**config.mk**
```make
export PLATFORM = sky130hd
export DESIGN_NAME = usb_tx_sequencer
export DESIGN_NICKNAME = d
export VERILOG_FILES = /design/src/rtl/usb_seq_pkg.sv /design/src/rtl/usb_seq_timer.sv /design/src/rtl/usb_tx_sequencer.sv
export SDC_FILE = /design/constraint.sdc
export NUM_CORES = 1
export LEC_CHECK = 0
export ABC_AREA = 1
export CAP_MARGIN = 20
export CORE_MARGIN = 2
export CORE_UTILIZATION = 30
export DETAILED_ROUTE_END_ITERATION = 8
export PLACE_DENSITY_LB_ADDON = 0.3
export SYNTH_ARGS = -nofsm -noshare
export SYNTH_HDL_FRONTEND = slang
export SYNTH_SLANG_ARGS = --single-unit
```
**constraint.sdc**
```tcl
create_clock -name gclk -period 1.62 [get_ports gclk]
set_input_delay 0.324 -clock gclk [delete_from_list [all_inputs] [get_ports gclk]]
set_output_delay 0.324 -clock gclk [all_outputs]
set_load 0.01 [all_outputs]
```
**src/rtl/usb_seq_pkg.sv**
```systemverilog
// Shared state encoding, PID constants and helpers for the USB transmit packet sequencer.
package usb_seq_pkg;

  typedef enum logic [2:0] {
    IDLE,
    SYNC,
    WAIT_PID,
    HOLD,
    FETCH,
    WAIT_DATA,
    WAIT_LAST,
    DRAIN
  } seq_state_t;

  localparam logic [7:0] PID_DATA0 = 8'hC3;
  localparam logic [7:0] PID_DATA1 = 8'h4B;
  localparam logic [7:0] PID_IN    = 8'h69;
  localparam logic [7:0] PID_OUT   = 8'hE1;

  localparam int DEF_TIMEOUT = 64;

  // States in which the sequencer is blocked on usb_top and the watchdog runs.
  function automatic logic is_wait_state(input seq_state_t s);
    return (s == WAIT_PID) || (s == WAIT_DATA) || (s == WAIT_LAST) || (s == DRAIN);
  endfunction

endpackage

```
**src/rtl/usb_seq_timer.sv**
```systemverilog
// Clearable saturating cycle counter; o_tc is high once the count sits at TIMEOUT-1.
// Clear has priority over enable; the count holds at terminal value until cleared.
module usb_seq_timer #(
  parameter int TIMEOUT = 64
) (
  input  logic i_clk,
  input  logic i_rst_n,
  input  logic i_clr,
  input  logic i_en,
  output logic o_tc
);

  localparam int            CW = (TIMEOUT > 1) ? $clog2(TIMEOUT) : 1;
  localparam logic [CW-1:0] TC = CW'(TIMEOUT - 1);

  logic [CW-1:0] r_cnt;

  always_ff @(posedge i_clk or negedge i_rst_n) begin
    if (!i_rst_n) begin
      r_cnt <= '0;
    end else if (i_clr) begin
      r_cnt <= '0;
    end else if (i_en && (r_cnt != TC)) begin
      r_cnt <= r_cnt + 1'b1;
    end
  end

  assign o_tc = (r_cnt == TC);

endmodule

```
**src/rtl/usb_tx_sequencer.sv**
```systemverilog
// Packet-level driver for the usb_top transmit handshake: PID, buffered payload, last-byte, drain.
// Every output is registered; waits on tx_ready_ld / t_lastbit are bounded by a TIMEOUT watchdog.
module usb_tx_sequencer
  import usb_seq_pkg::*;
#(
  parameter int MAX_LEN = 64,
  parameter int ADDR_W  = 6,
  parameter int LEN_W   = 7,
  parameter int TIMEOUT = DEF_TIMEOUT
) (
  input  logic              gclk,
  input  logic              reset_l,
  input  logic              start,
  input  logic [7:0]        pid,
  input  logic [LEN_W-1:0]  len,
  input  logic              crc16_sel,
  input  logic              abort,
  output logic              busy,
  output logic              done,
  output logic              err_timeout,
  output logic              err_len,
  output logic              buf_rd_en,
  output logic [ADDR_W-1:0] buf_addr,
  input  logic [7:0]        buf_data,
  output logic              syn_gen_ld,
  output logic              crc_16,
  output logic              tx_load,
  output logic [7:0]        tx_data,
  output logic              tx_last_byte,
  input  logic              tx_ready_ld,
  input  logic              t_lastbit
);

  seq_state_t        r_state, w_state_nxt;

  logic [7:0]        r_pid;
  logic [LEN_W-1:0]  r_len;
  logic [LEN_W-1:0]  r_idx;
  logic [7:0]        r_hold;
  logic              r_hold_vld;
  logic              r_crc16;

  logic              r_busy, r_done, r_err_to, r_err_len;
  logic              r_buf_rd_en, r_syn_gen_ld, r_tx_load, r_tx_last;
  logic [ADDR_W-1:0] r_buf_addr;
  logic [7:0]        r_tx_data;

  logic              w_busy_nxt, w_done_nxt, w_err_to_nxt, w_err_len_nxt;
  logic              w_buf_rd_en_nxt, w_syn_gen_ld_nxt, w_tx_load_nxt, w_tx_last_nxt;
  logic [ADDR_W-1:0] w_buf_addr_nxt;
  logic [7:0]        w_tx_data_nxt;
  logic              w_accept, w_inc;
  logic              w_tc, w_expired, w_tmr_clr, w_tmr_en;
  logic [7:0]        w_byte;

  // The buffer answers one cycle after the read; bypass the holding register on that first cycle.
  assign w_byte    = r_hold_vld ? r_hold : buf_data;
  assign w_tmr_en  = is_wait_state(r_state);
  assign w_expired = w_tmr_en && w_tc;
  assign w_tmr_clr = (w_state_nxt != r_state) && is_wait_state(w_state_nxt);

  usb_seq_timer #(
    .TIMEOUT (TIMEOUT)
  ) u_timer (
    .i_clk   (gclk),
    .i_rst_n (reset_l),
    .i_clr   (w_tmr_clr),
    .i_en    (w_tmr_en),
    .o_tc    (w_tc)
  );

  always_comb begin
    w_state_nxt      = r_state;
    w_busy_nxt       = r_busy;
    w_done_nxt       = 1'b0;
    w_err_to_nxt     = 1'b0;
    w_err_len_nxt    = 1'b0;
    w_buf_rd_en_nxt  = 1'b0;
    w_syn_gen_ld_nxt = 1'b0;
    w_tx_load_nxt    = 1'b0;
    w_tx_last_nxt    = 1'b0;
    w_buf_addr_nxt   = r_buf_addr;
    w_tx_data_nxt    = r_tx_data;
    w_accept         = 1'b0;
    w_inc            = 1'b0;

    unique case (r_state)
      IDLE: begin
        if (start) begin
          if (len <= LEN_W'(MAX_LEN)) begin
            w_accept         = 1'b1;
            w_state_nxt      = SYNC;
            w_busy_nxt       = 1'b1;
            w_syn_gen_ld_nxt = 1'b1;
          end else begin
            w_err_len_nxt = 1'b1;
          end
        end
      end
      SYNC: w_state_nxt = WAIT_PID;
      WAIT_PID: begin
        if (tx_ready_ld) begin
          w_tx_load_nxt = 1'b1;
          w_tx_data_nxt = r_pid;
          w_state_nxt   = HOLD;
        end
      end
      HOLD: begin
        if (r_idx < r_len) begin
          w_state_nxt     = FETCH;
          w_buf_rd_en_nxt = 1'b1;
          w_buf_addr_nxt  = r_idx[ADDR_W-1:0];
        end else begin
          w_state_nxt = WAIT_LAST;
        end
      end
      FETCH: w_state_nxt = WAIT_DATA;
      WAIT_DATA: begin
        if (tx_ready_ld) begin
          w_tx_load_nxt = 1'b1;
          w_tx_data_nxt = w_byte;
          w_inc         = 1'b1;
          w_state_nxt   = HOLD;
        end
      end
      WAIT_LAST: begin
        if (tx_ready_ld) begin
          w_tx_last_nxt = 1'b1;
          w_state_nxt   = DRAIN;
        end
      end
      DRAIN: begin
        if (t_lastbit) begin
          w_done_nxt  = 1'b1;
          w_busy_nxt  = 1'b0;
          w_state_nxt = IDLE;
        end
      end
      default: begin
        w_state_nxt = IDLE;
        w_busy_nxt  = 1'b0;
      end
    endcase

    // Watchdog outranks the handshake it was guarding.
    if (w_expired) begin
      w_state_nxt   = IDLE;
      w_busy_nxt    = 1'b0;
      w_err_to_nxt  = 1'b1;
      w_tx_load_nxt = 1'b0;
      w_tx_last_nxt = 1'b0;
      w_done_nxt    = 1'b0;
      w_inc         = 1'b0;
      w_tx_data_nxt = r_tx_data;
    end

    if (abort && (r_state != IDLE)) begin
      w_state_nxt      = IDLE;
      w_busy_nxt       = 1'b0;
      w_done_nxt       = 1'b0;
      w_err_to_nxt     = 1'b0;
      w_buf_rd_en_nxt  = 1'b0;
      w_syn_gen_ld_nxt = 1'b0;
      w_tx_load_nxt    = 1'b0;
      w_tx_last_nxt    = 1'b0;
      w_buf_addr_nxt   = r_buf_addr;
      w_tx_data_nxt    = r_tx_data;
      w_inc            = 1'b0;
    end
  end

  always_ff @(posedge gclk or negedge reset_l) begin
    if (!reset_l) begin
      r_state      <= IDLE;
      r_busy       <= 1'b0;
      r_done       <= 1'b0;
      r_err_to     <= 1'b0;
      r_err_len    <= 1'b0;
      r_buf_rd_en  <= 1'b0;
      r_syn_gen_ld <= 1'b0;
      r_tx_load    <= 1'b0;
      r_tx_last    <= 1'b0;
      r_buf_addr   <= '0;
      r_tx_data    <= 8'h00;
    end else begin
      r_state      <= w_state_nxt;
      r_busy       <= w_busy_nxt;
      r_done       <= w_done_nxt;
      r_err_to     <= w_err_to_nxt;
      r_err_len    <= w_err_len_nxt;
      r_buf_rd_en  <= w_buf_rd_en_nxt;
      r_syn_gen_ld <= w_syn_gen_ld_nxt;
      r_tx_load    <= w_tx_load_nxt;
      r_tx_last    <= w_tx_last_nxt;
      r_buf_addr   <= w_buf_addr_nxt;
      r_tx_data    <= w_tx_data_nxt;
    end
  end

  always_ff @(posedge gclk or negedge reset_l) begin
    if (!reset_l) begin
      r_pid      <= 8'h00;
      r_len      <= '0;
      r_idx      <= '0;
      r_crc16    <= 1'b0;
      r_hold     <= 8'h00;
      r_hold_vld <= 1'b0;
    end else begin
      if (w_accept) begin
        r_pid   <= pid;
        r_len   <= len;
        r_crc16 <= crc16_sel;
        r_idx   <= '0;
      end else if (w_inc) begin
        r_idx <= r_idx + 1'b1;
      end
      if (r_state == FETCH) begin
        r_hold_vld <= 1'b0;
      end else if ((r_state == WAIT_DATA) && !r_hold_vld) begin
        r_hold     <= buf_data;
        r_hold_vld <= 1'b1;
      end
    end
  end

  assign busy         = r_busy;
  assign done         = r_done;
  assign err_timeout  = r_err_to;
  assign err_len      = r_err_len;
  assign buf_rd_en    = r_buf_rd_en;
  assign buf_addr     = r_buf_addr;
  assign syn_gen_ld   = r_syn_gen_ld;
  assign crc_16       = r_crc16;
  assign tx_load      = r_tx_load;
  assign tx_data      = r_tx_data;
  assign tx_last_byte = r_tx_last;

endmodule

```
==> flow_summary.json <==
{
  "placedInstanceArea_mm2": 0.004086,
  "synth_enable_flop_cells": 0,
  "post-dp-hpwl_um": 5250,
  "final_min_period_over_clock_period": 1.072,
  "synthesis.yosys.warnings": 0,
  "yosys_register_bits": 63,
  "netlist.area_leader.share": 0.5274,
  "ctsHtreeMaxLevel": 3,
  "period_needed_ns": 1.736,
  "die_height_um": 103.8,
  "remaining_drc_errors": 0,
  "yosys_most_used_dff": "dfrtp_1",
  "synth_nets": 392,
  "setup-violations-final": 10,
  "worst_min_delay_path_class": "flop to flop",
  "vias_per_cell": 4.563,
  "fmaxAchievable_mhz": 576.1,
  "critical_path_start_end_classification": "flop to flop",
  "max_stage_delay_ns": 0.42,
  "cp-start-kind": "flop",
  "cts_tree": "yes",
  "clkTransAtPathRegs_ns": 0.07,
  "firstDrtPassIters": 4,
  "drt_wl_total_um": 7718,
  "vias": 2788,
  "worst_path_buf_inv": 1,
  "ys_types": 29,
  "power-per-cell-area_mw_per_mm2": 997.3,
  "critical_path_depth": 14,
  "die_x_um": 103.8,
  "cts_buffer_depth": 2,
  "layout.nets": 511,
  "detail_route.wl_per_cell_um": 12.63,
  "cpMostUsedCell": "nand2_1",
  "antenna_found_initial": 0,
  "max_cap_violations": 0,
  "maxSlewViolCount": 0,
  "total_leakage_power_nw": 2.273,
  "cts_root_buf": "clkbuf_8",
  "commonest_cells_post_synth": "nand2_1 (94), dfrtp_1 (63), o21ai_0 (36), inv_1 (33), nor2_1 (23)",
  "worst_setup_path_end_kind": "flop",
  "skew_ns": 0.01551,
  "final_cell_area_mm2": 0.004622,
  "core_mm2": 0.009729,
  "antenna_cells_inserted": 0,
  "wire_length_of_the_first_global_routing_pass_um": 12580,
  "floorplan.die_area_mm2": 0.01078,
  "unrepaired_setup_endpoints_after_global_routing": "yes",
  "synth-async-reset-ratio": 1.000,
  "ant_nets": 0,
  "synth_top_cells_by_area": "dfrtp_1 (53%), nand2_1 (12%), o21ai_0 (6.0%)",
  "syn_area_per_cell_um2": 8.444,
  "detail_route.iter0.violations": 107,
  "insertion_delay_ns": 0.34,
  "layout_setup_ws_ns": -0.1159,
  "fp-row-count": 36,
  "grt_max_degree": 64,
  "layout_cells_sized_above_1": 0.3096,
  "synthToLayoutAreaGrowth_pct": 54.63,
  "crit_path_cell_trace": "ha_4 > nand2_1 > nor2_2 > nand2_2 > nand2_1 > nand2_1 > nand2_2 > nand2_2 > inv_2 > nand2_1 > nand2_1 > nand2_2 > nand2_4 > nor2_2",
  "grt_overflow": 0,
  "critPathTopFamily": "simple AND/OR/NAND/NOR gates",
  "failed_checks": "negative setup slack",
  "yosys.cell_count.top_type": "nand2_1",
  "synth.largest_area_cell": "dfrtp_1",
  "hold_viol": 0,
  "max-slew-margin-rel": 0.7713,
  "fin_setup_tns_ns": -0.6907,
  "synth_sequential_area_ratio": 0.5274,
  "worstPathRequired_ns": 1.85,
  "first_global_vias": 2720,
  "synthesis.area_mm2": 0.002989,
  "critical_path.startpoint": "r_idx[4]",
  "floorplan.initialDensity": 0.3072,
  "ir_drop_uv": 444.9,
  "boundaryPins": 53,
  "worstReg2RegStart": "r_idx[4]",
  "worst-slew-pin-transition_ns": 0.3405,
  "critical_path_cell_with_the_highest_stage_delay": "dfrtp_1",
  "gate_count_of_the_mapped_netlist": 354,
  "worst_reg_to_reg_path_cell_count": 14,
  "run_status": "finished, violations left",
  "worst-endpoint-arrival_ns": 1.96,
  "buffer_ports.inserted": 52,
  "cts_num_sinks": 63,
  "path_max_fanout": 6,
  "min-delay-start": "r_pid[5]",
  "number_of_cts_inserted_buffers": 9,
  "hold_depth": 2,
  "finalWeightedCongestion": 0.8046,
  "track_usage": 0.1458
}
## stage by stage
step | utilization | total power [mW] | cells | worst slack (ns) | hold WS (ns)
finish | 0.4751 | 4.609 | 611 | -0.1159 | 0.4778
floorplan | - | 2.395 | 354 | 0.006473 | 0.02841
CTS | 0.4552 | 4.602 | 606 | -0.1406 | 0.4803
global route | 0.4751 | 4.875 | 611 | -0.2227 | 0.5100
detailed placement | 0.4200 | 2.943 | 585 | -0.4043 | 0.3695
global placement | 0.4200 | 2.911 | 585 | -0.3039 | 0.3614
## cell usage in the layout, fill, tap and decap left out, types with 7 or more instances in the layout
cell type	synthesis	layout
nand2_1	94	82
dfrtp_1	63	62
buf_4	1	55
clkdlybuf4s50_1	0	45
o21ai_0	36	31
inv_1	33	30
nor2_2	11	16
inv_2	13	15
nor2_1	23	15
nand2_2	4	12
nand3_1	13	12
clkbuf_8	0	11
nor3_1	10	10
a21oi_1	11	8
a31oi_1	7	7
## path summary, 6_finish.rpt
kind                       slack, ns          endpoint
min in group asynchronous       0.51          r_idx[1]
setup / recovery               -0.12  u_timer.r_cnt[4]
hold / removal                  0.48          r_pid[5]
hold reg to reg                 0.48          r_pid[5]
setup reg to reg               -0.12  u_timer.r_cnt[4]
max in group asynchronous       0.80        r_state[2]
## flip-flops by register name (all words and copies together) (netlist names)
name           cells
tx_load            1
r_hold_vld         1
r_idx              7
r_len              7
done               1
buf_rd_en          1
r_state            3
buf_addr           6
r_pid              8
crc_16             1
busy               1
err_len            1
err_timeout        1
u_timer.r_cnt      6
syn_gen_ld         1
tx_last_byte       1
tx_data            8
r_hold             8
## repair_timing
action | in CTS | in global routing
buffers inserted | 4 | 4
hold endpoints to repair | 29 | 0
pin swaps | 13 | 8
gates cloned | 0 | 2
endpoints found under the setup margin | 22 | 32
hold buffers | 1 | 0
gates resized for setup | 24 | 39
## worst reg2reg max path, stage by stage, from the launching register on
cell and delay (ns):
dfrtp_1 0.42, ha_4 0.28, nand2_1 0.06, nor2_2 0.14, nand2_2 0.08, nand2_1 0.06
nand2_1 0.06, nand2_2 0.09, nand2_2 0.06, inv_2 0.06, nand2_1 0.04, nand2_1 0.06
nand2_2 0.06, nand2_4 0.11, nor2_2 0.05
## cell type report
class,count,area (um^2)
fillers,949,5107
flip-flops and latches,63,1578
multi-input cells,238,1390
repair buffers,114,1070
inverters,46,180.2
well taps,133,166.4
clock buffers,12,155.1
clock inverters,4,76.32
repair inverters,1,6.256
## routing by layer
layer | vias to the layer above | routed length (um) | global-route usage
li1 | 1368 | - | -
met2 | 73 | 3660 | 0.2430
met5 | - | 0 | 0
met1 | 1338 | 3636 | 0.1826
met3 | 9 | 321 | 0.03021
met4 | 0 | 100 | 0.06371
## power breakdown
part | switching [mW] | leakage (nW) | internal (mW)
Sequential | 0.137 | 0.787 | 1.80
Clock | 0.648 | 0.113 | 0.957
Combinational | 0.486 | 1.37 | 0.581
Total | 1.27 | 2.27 | 3.34
## cells by family after synthesis
family | count (synthesis) | synth area share
adders and majority gates | 8 | 0.03349
buffers and inverters | 53 | 0.06865
DFF | 63 | 0.5274
and+or+nand+nor | 162 | 0.2394
xor gates and xnor gates | 5 | 0.01465
muxes | 1 | 0.003349
AOI/OAI and AO/OA | 62 | 0.1130
(Power assumes the default switching activity.)
